[src/rtl/layer0_patch_streamer.sv]
// Captures one 7x7 layer-0 patch from the patch extractor and streams it out
// one row per beat, tagging each row with the patch sequence number and block coordinates.
module layer0_patch_streamer #(
  parameter int PATCH_SIZE  = 7,
  parameter int NUM_PATCHES = 64,
  parameter int SIGNED_CONV = 1
) (
  input  logic                  clk,
  input  logic                  reset,
  input  logic                  start_extraction,
  input  logic [6:0][6:0][31:0] patch_data_in,
  input  logic                  patches_valid,
  input  logic                  all_channels_done,
  input  logic [5:0]            block_start_col_addr,
  input  logic [5:0]            block_start_row_addr,
  output logic                  next_spatial_block,
  output logic [55:0]           out_row_data,
  output logic [2:0]            out_row_idx,
  output logic [5:0]            out_patch_idx,
  output logic [5:0]            out_col_tag,
  output logic [5:0]            out_row_tag,
  output logic                  out_valid,
  input  logic                  out_ready,
  output logic                  out_last,
  output logic                  layer_done,
  output logic                  overflow_err,
  output logic [1:0]            dbg_state
);

  typedef enum logic [1:0] {
    IDLE   = 2'd0,
    STREAM = 2'd1,
    DONE   = 2'd2
  } state_t;

  localparam logic [2:0] LAST_ROW   = 3'(PATCH_SIZE - 1);
  localparam logic [6:0] PATCH_LIM  = 7'(NUM_PATCHES);
  localparam logic [7:0] CONV_MASK  = (SIGNED_CONV != 0) ? 8'h80 : 8'h00;

  state_t                state_q, state_d;
  logic [6:0][6:0][7:0]  patch_q, patch_d;
  logic [2:0]            row_idx_q, row_idx_d;
  logic                  valid_q, valid_d;
  logic [5:0]            patch_idx_q, patch_idx_d;
  logic [5:0]            col_tag_q, col_tag_d;
  logic [5:0]            row_tag_q, row_tag_d;
  logic [6:0]            cnt_q, cnt_d;
  logic                  layer_done_q, layer_done_d;
  logic                  ovf_q, ovf_d;
  logic                  nsb_q, nsb_d;
  logic                  xfer;
  logic                  unused_hi;

  // Handshake: a row beat transfers on a rising edge where out_valid and
  // out_ready are both high; while out_valid is high and out_ready low every
  // out_* signal holds, and out_valid never drops without a transfer except on
  // start_extraction or reset.
  assign xfer = valid_q && out_ready;

  always_comb begin
    state_d      = state_q;
    patch_d      = patch_q;
    row_idx_d    = row_idx_q;
    valid_d      = valid_q;
    patch_idx_d  = patch_idx_q;
    col_tag_d    = col_tag_q;
    row_tag_d    = row_tag_q;
    cnt_d        = cnt_q;
    layer_done_d = layer_done_q;
    ovf_d        = ovf_q;
    nsb_d        = 1'b0;
    if (start_extraction) begin
      state_d      = IDLE;
      valid_d      = 1'b0;
      row_idx_d    = 3'd0;
      cnt_d        = 7'd0;
      layer_done_d = 1'b0;
      ovf_d        = 1'b0;
    end else begin
      case (state_q)
        IDLE: begin
          // The previous-cycle release guard stops a stale patch being taken twice.
          if (patches_valid && !nsb_q) begin
            for (int i = 0; i < 7; i++) begin
              for (int j = 0; j < 7; j++) begin
                patch_d[i][j] = patch_data_in[i][j][7:0] ^ CONV_MASK;
              end
            end
            col_tag_d   = block_start_col_addr;
            row_tag_d   = block_start_row_addr;
            patch_idx_d = cnt_q[5:0];
            if (cnt_q >= PATCH_LIM) ovf_d = 1'b1;
            nsb_d       = 1'b1;
            valid_d     = 1'b1;
            row_idx_d   = 3'd0;
            state_d     = STREAM;
          end else if (all_channels_done && !patches_valid) begin
            layer_done_d = 1'b1;
            state_d      = DONE;
          end
        end
        STREAM: begin
          if (xfer) begin
            if (row_idx_q == LAST_ROW) begin
              valid_d   = 1'b0;
              row_idx_d = 3'd0;
              state_d   = IDLE;
              if (cnt_q != 7'd127) cnt_d = cnt_q + 7'd1;
            end else begin
              row_idx_d = row_idx_q + 3'd1;
            end
          end
        end
        DONE:    state_d = DONE;
        default: state_d = IDLE;
      endcase
    end
  end

  always_ff @(posedge clk) begin
    if (!reset) begin
      state_q      <= IDLE;
      patch_q      <= '0;
      row_idx_q    <= 3'd0;
      valid_q      <= 1'b0;
      patch_idx_q  <= 6'd0;
      col_tag_q    <= 6'd0;
      row_tag_q    <= 6'd0;
      cnt_q        <= 7'd0;
      layer_done_q <= 1'b0;
      ovf_q        <= 1'b0;
      nsb_q        <= 1'b0;
    end else begin
      state_q      <= state_d;
      patch_q      <= patch_d;
      row_idx_q    <= row_idx_d;
      valid_q      <= valid_d;
      patch_idx_q  <= patch_idx_d;
      col_tag_q    <= col_tag_d;
      row_tag_q    <= row_tag_d;
      cnt_q        <= cnt_d;
      layer_done_q <= layer_done_d;
      ovf_q        <= ovf_d;
      nsb_q        <= nsb_d;
    end
  end

  // Only the low byte of each extractor word carries pixel data.
  always_comb begin
    unused_hi = 1'b0;
    for (int i = 0; i < 7; i++) begin
      for (int j = 0; j < 7; j++) begin
        unused_hi = unused_hi ^ (^patch_data_in[i][j][31:8]);
      end
    end
  end

  assign next_spatial_block = nsb_q;
  assign out_row_data       = patch_q[row_idx_q];
  assign out_row_idx        = row_idx_q;
  assign out_patch_idx      = patch_idx_q;
  assign out_col_tag        = col_tag_q;
  assign out_row_tag        = row_tag_q;
  assign out_valid          = valid_q;
  assign out_last           = valid_q && (row_idx_q == LAST_ROW);
  assign layer_done         = layer_done_q;
  assign overflow_err       = ovf_q;
  assign dbg_state          = state_q;

endmodule

[config.mk]
export PLATFORM = sky130hd
export DESIGN_NAME = layer0_patch_streamer
export DESIGN_NICKNAME = d
export VERILOG_FILES = /design/src/rtl/layer0_patch_streamer.sv
export SDC_FILE = /design/constraint.sdc
export NUM_CORES = 1
export LEC_CHECK = 0
export ABC_AREA = 1
export BUFFER_PORTS_ARGS = -buffer_cell sky130_fd_sc_hd__buf_2
export CELL_PAD_IN_SITES_DETAIL_PLACEMENT = 1
export CELL_PAD_IN_SITES_GLOBAL_PLACEMENT = 1
export CORE_AREA = 2 2 642 644
export CTS_BUF_LIST = sky130_fd_sc_hd__clkbuf_8
export DETAILED_ROUTE_END_ITERATION = 12
export DIE_AREA = 0 0 644 646
export PLACE_DENSITY_LB_ADDON = 0.1
export SYNTH_ARGS = -nofsm -noshare
export SYNTH_HDL_FRONTEND = slang
export SYNTH_SLANG_ARGS = --single-unit
[constraint.sdc]
create_clock -name clk -period 1.66 [get_ports clk]
set_clock_uncertainty 0.2 [all_clocks]
set_input_delay 0.166 -clock clk [delete_from_list [all_inputs] [get_ports clk]]
set_output_delay 0.166 -clock clk [all_outputs]
set_load 0.02 [all_outputs]
==> flow_summary.ini <==
[run_status]
status = finished with violations
failed_checks = setup timing

[route]
via_per_inst = 2.50
routed_wl_mm = 192
wl_per_cell_um = 19.6
drt_first_iter_violations = 836
first_pass_iters = 4
drc = 0
num_vias = 24532
ant_nets = 0

[yosys]
yosys-top-cells-area = dfxtp_1 (47%), nor2_1 (17%), o21ai_0 (14%)
ys_warn_count = 0
synthCells = 2593
synth_top_area_share_pct = 46.9
synthTopCellsByCount = nor2_1 (834), o21ai_0 (501), dfxtp_1 (426)
ys_seq_area_share_pct = 46.9
synth_area_leader_cell = dfxtp_1
synth_edf_count = 0
synthesis.area_sq_mm = 0.0182
yosysMostFrequentCell = nor2_1
synth_seq_cells = 426
syn_area_per_cell_sq_um = 7.01
synth_nets = 4180
synthFlopType = dfxtp_1
async_flop_share_pct = 0
synthDistinctLibCells = 23

[critical_path]
startpoint_type = flip-flop
critPathMaxFanout = 4
arrival_ns = 2.95
crit_type = flip-flop to output port
critPathRequiredTime_ns = 1.29
worstSetupEndpointType = output port

[global_route]
antenna_found_initial = 161
grt_pass1_vias = 25967
grt_usage_pct = 8.70
grt_pass1_wl_mm = 243
gr-total-overflow = 0
grt_max_degree = 79

[clocking]
htree_levels = 3
root_buffer = clkbuf_8
cts_sinks = 426
clockBufferDepth = 4
cts_buffers = 113
tritoncts = built
clk_pin_slew_ns = 0.06
clock_latency_ns = 0.98

[placed_design]
pre_cts_ws_ns = -1.28
dp.cells = 8637
dpl.hpwl_mm = 145
portBuffers = 493
gp_congestion = 0.686

[floorplanning]
die_y_um = 646
die_x_um = 644
die_area_sq_mm = 0.416
start_util_pct = 4.45
io_pins = 1670
row_count = 235
fp.coreArea_sq_mm = 0.409

[final_layout]
instances_no_fill = 9817
utilization_pct = 11.0
syn2layout_area_growth_pct = 148
final_nets = 5851
drive_gt1_share_pct = 33.5

[job]
maxCapViolCount = 0

[power]
p_leak_nw = 17.4
cellPowerDensity_mw_per_mm2 = 744
peakVddDrop_mv = 0.469

[hold_path]
hold_class = primary input to flip-flop

[sta]
final-setup-viol-count = 506
hold_ws_ns = 0.0457
hold_viol = 0
period_needed_ns = 3.32
slew_viol_final = 0
worst_pin_slew_ns = 0.933
rsz0062_at_grt = yes
setup_ws_ns = -1.66
slew_headroom_pct = 37.5
post-route-period-util_pct = 200
clock.fmax_mhz = 301
==> state kept, by name, indices dropped and copies added, names as in the netlist <==
signal and cells:
dbg_state 2, out_row_tag 6, overflow_err 1, out_valid 1, cnt_q 7, out_col_tag 6
out_patch_idx 6, layer_done 1, patch_q 392, next_spatial_block 1, out_row_idx 3
==> logic make-up after synthesis <==
| family | Yosys count | share of synthesized area, % |
|---|---|---|
| AO/OA/AOI/OAI | 679 | 19.8 |
| AND/OR/NAND/NOR | 1223 | 26.0 |
| flip-flops | 426 | 46.9 |
| XOR/XNOR | 2 | 0.0964 |
| buffers and inverters | 262 | 7.15 |
| adder cells (fa/ha/maj) | 1 | 0.0688 |
==> power by group <==
group / total, mW / switching (mW) / internal (mW)
clock network: 13.7 / 6.52 / 7.16
registers: 11.7 / 0.648 / 11.0
logic: 8.19 / 4.02 / 4.17
==> worst paths after layout <==
kind | cells after the start | startpoint | slack, ns | end
max | 8 | out_row_idx[0] | -1.66 | out_row_data[53]
min | 4 | patch_data_in[802] | 0.05 | patch_q[202]
max reg2reg | 14 | out_row_idx[0] | -0.61 | cnt_q[2]
min reg2reg | 2 | patch_q[228] | 0.27 | patch_q[228]
==> cell type report <==
cell class	count	area (sq um)
tap	5451	6820
sequential	426	8560
antenna	28	70.1
fill	48401	364000
multi-input combinational	1905	9900
clock buffer	134	1840
clock inverter	55	229
inverter	63	267
timing repair buffer	1755	17400
==> cells in the final DEF (no fill, tap or decap), types with 3 or more instances in the layout <==
| cell | count |
|---|---|
| a21oi_2 | 10 |
| inv_4 | 5 |
| nand3_2 | 3 |
| dfxtp_2 | 4 |
| nand2_1 | 221 |
| dfxtp_4 | 7 |
| diode_2 | 28 |
| or2_4 | 3 |
| o21ai_1 | 38 |
| nor2_4 | 43 |
| nor2_1 | 774 |
| buf_8 | 29 |
| buf_16 | 34 |
| a21oi_1 | 74 |
| buf_4 | 212 |
| nand2_8 | 4 |
| dlygate4sd3_1 | 792 |
| o21ai_0 | 393 |
| nand2_2 | 65 |
| clkbuf_16 | 28 |
| buf_12 | 107 |
| or2_2 | 27 |
| inv_1 | 82 |
| nand3_1 | 13 |
| dfxtp_1 | 415 |
| nor2_2 | 21 |
| clkbuf_8 | 134 |
| o21ai_4 | 26 |
| buf_2 | 424 |
| buf_6 | 125 |
| clkinvlp_4 | 4 |
| a21oi_4 | 5 |
| bufbuf_16 | 4 |
| clkinv_2 | 6 |
| o21ai_2 | 54 |
| inv_2 | 18 |
| o211ai_1 | 78 |
| nand2_4 | 46 |
==> metrics by stage <==
| stage | power (mW) | TNS (ns) | area, sq um |
|---|---|---|---|
| after floorplan | 13.8 | -0.222 | 18400 |
| after CTS | 34.5 | -259.02 | 42600 |
| final | 33.5 | -192.86 | 45100 |
| after detailed placement | 17.2 | -132.39 | 30100 |
| after global placement | 17.2 | -133.70 | 30100 |
| after global routing | 36.0 | -259.38 | 45000 |
==> worst max-delay path: stages, from the launching register on <==
cell	delay, ns
dfxtp_4	0.39
inv_8	0.08
buf_12	0.11
buf_4	0.13
nor2_1	0.04
o211ai_1	0.72
nand2_1	0.19
nand2_2	0.16
buf_6	0.13
==> timing repair <==
action / in CTS / in global routing
setup buffers: 70 / 74
gates cloned: 19 / 32
pin swaps: 85 / 147
hold endpoints to repair: 426 / 0
hold buffers: 792 / 0
setup endpoints to repair: 507 / 508
resized for setup: 436 / 400
==> per-layer routing <==
metal | GRT usage [%] | wire length [um] | up-vias
met3 | 1.96 | 8670 | 357
met5 | 0 | 526 | -
li1 | - | - | 11851
met1 | 11.4 | 89500 | 11628
met4 | 1.69 | 4110 | 82
met2 | 14.5 | 89500 | 614
Power figures use the tool's default switching activity.
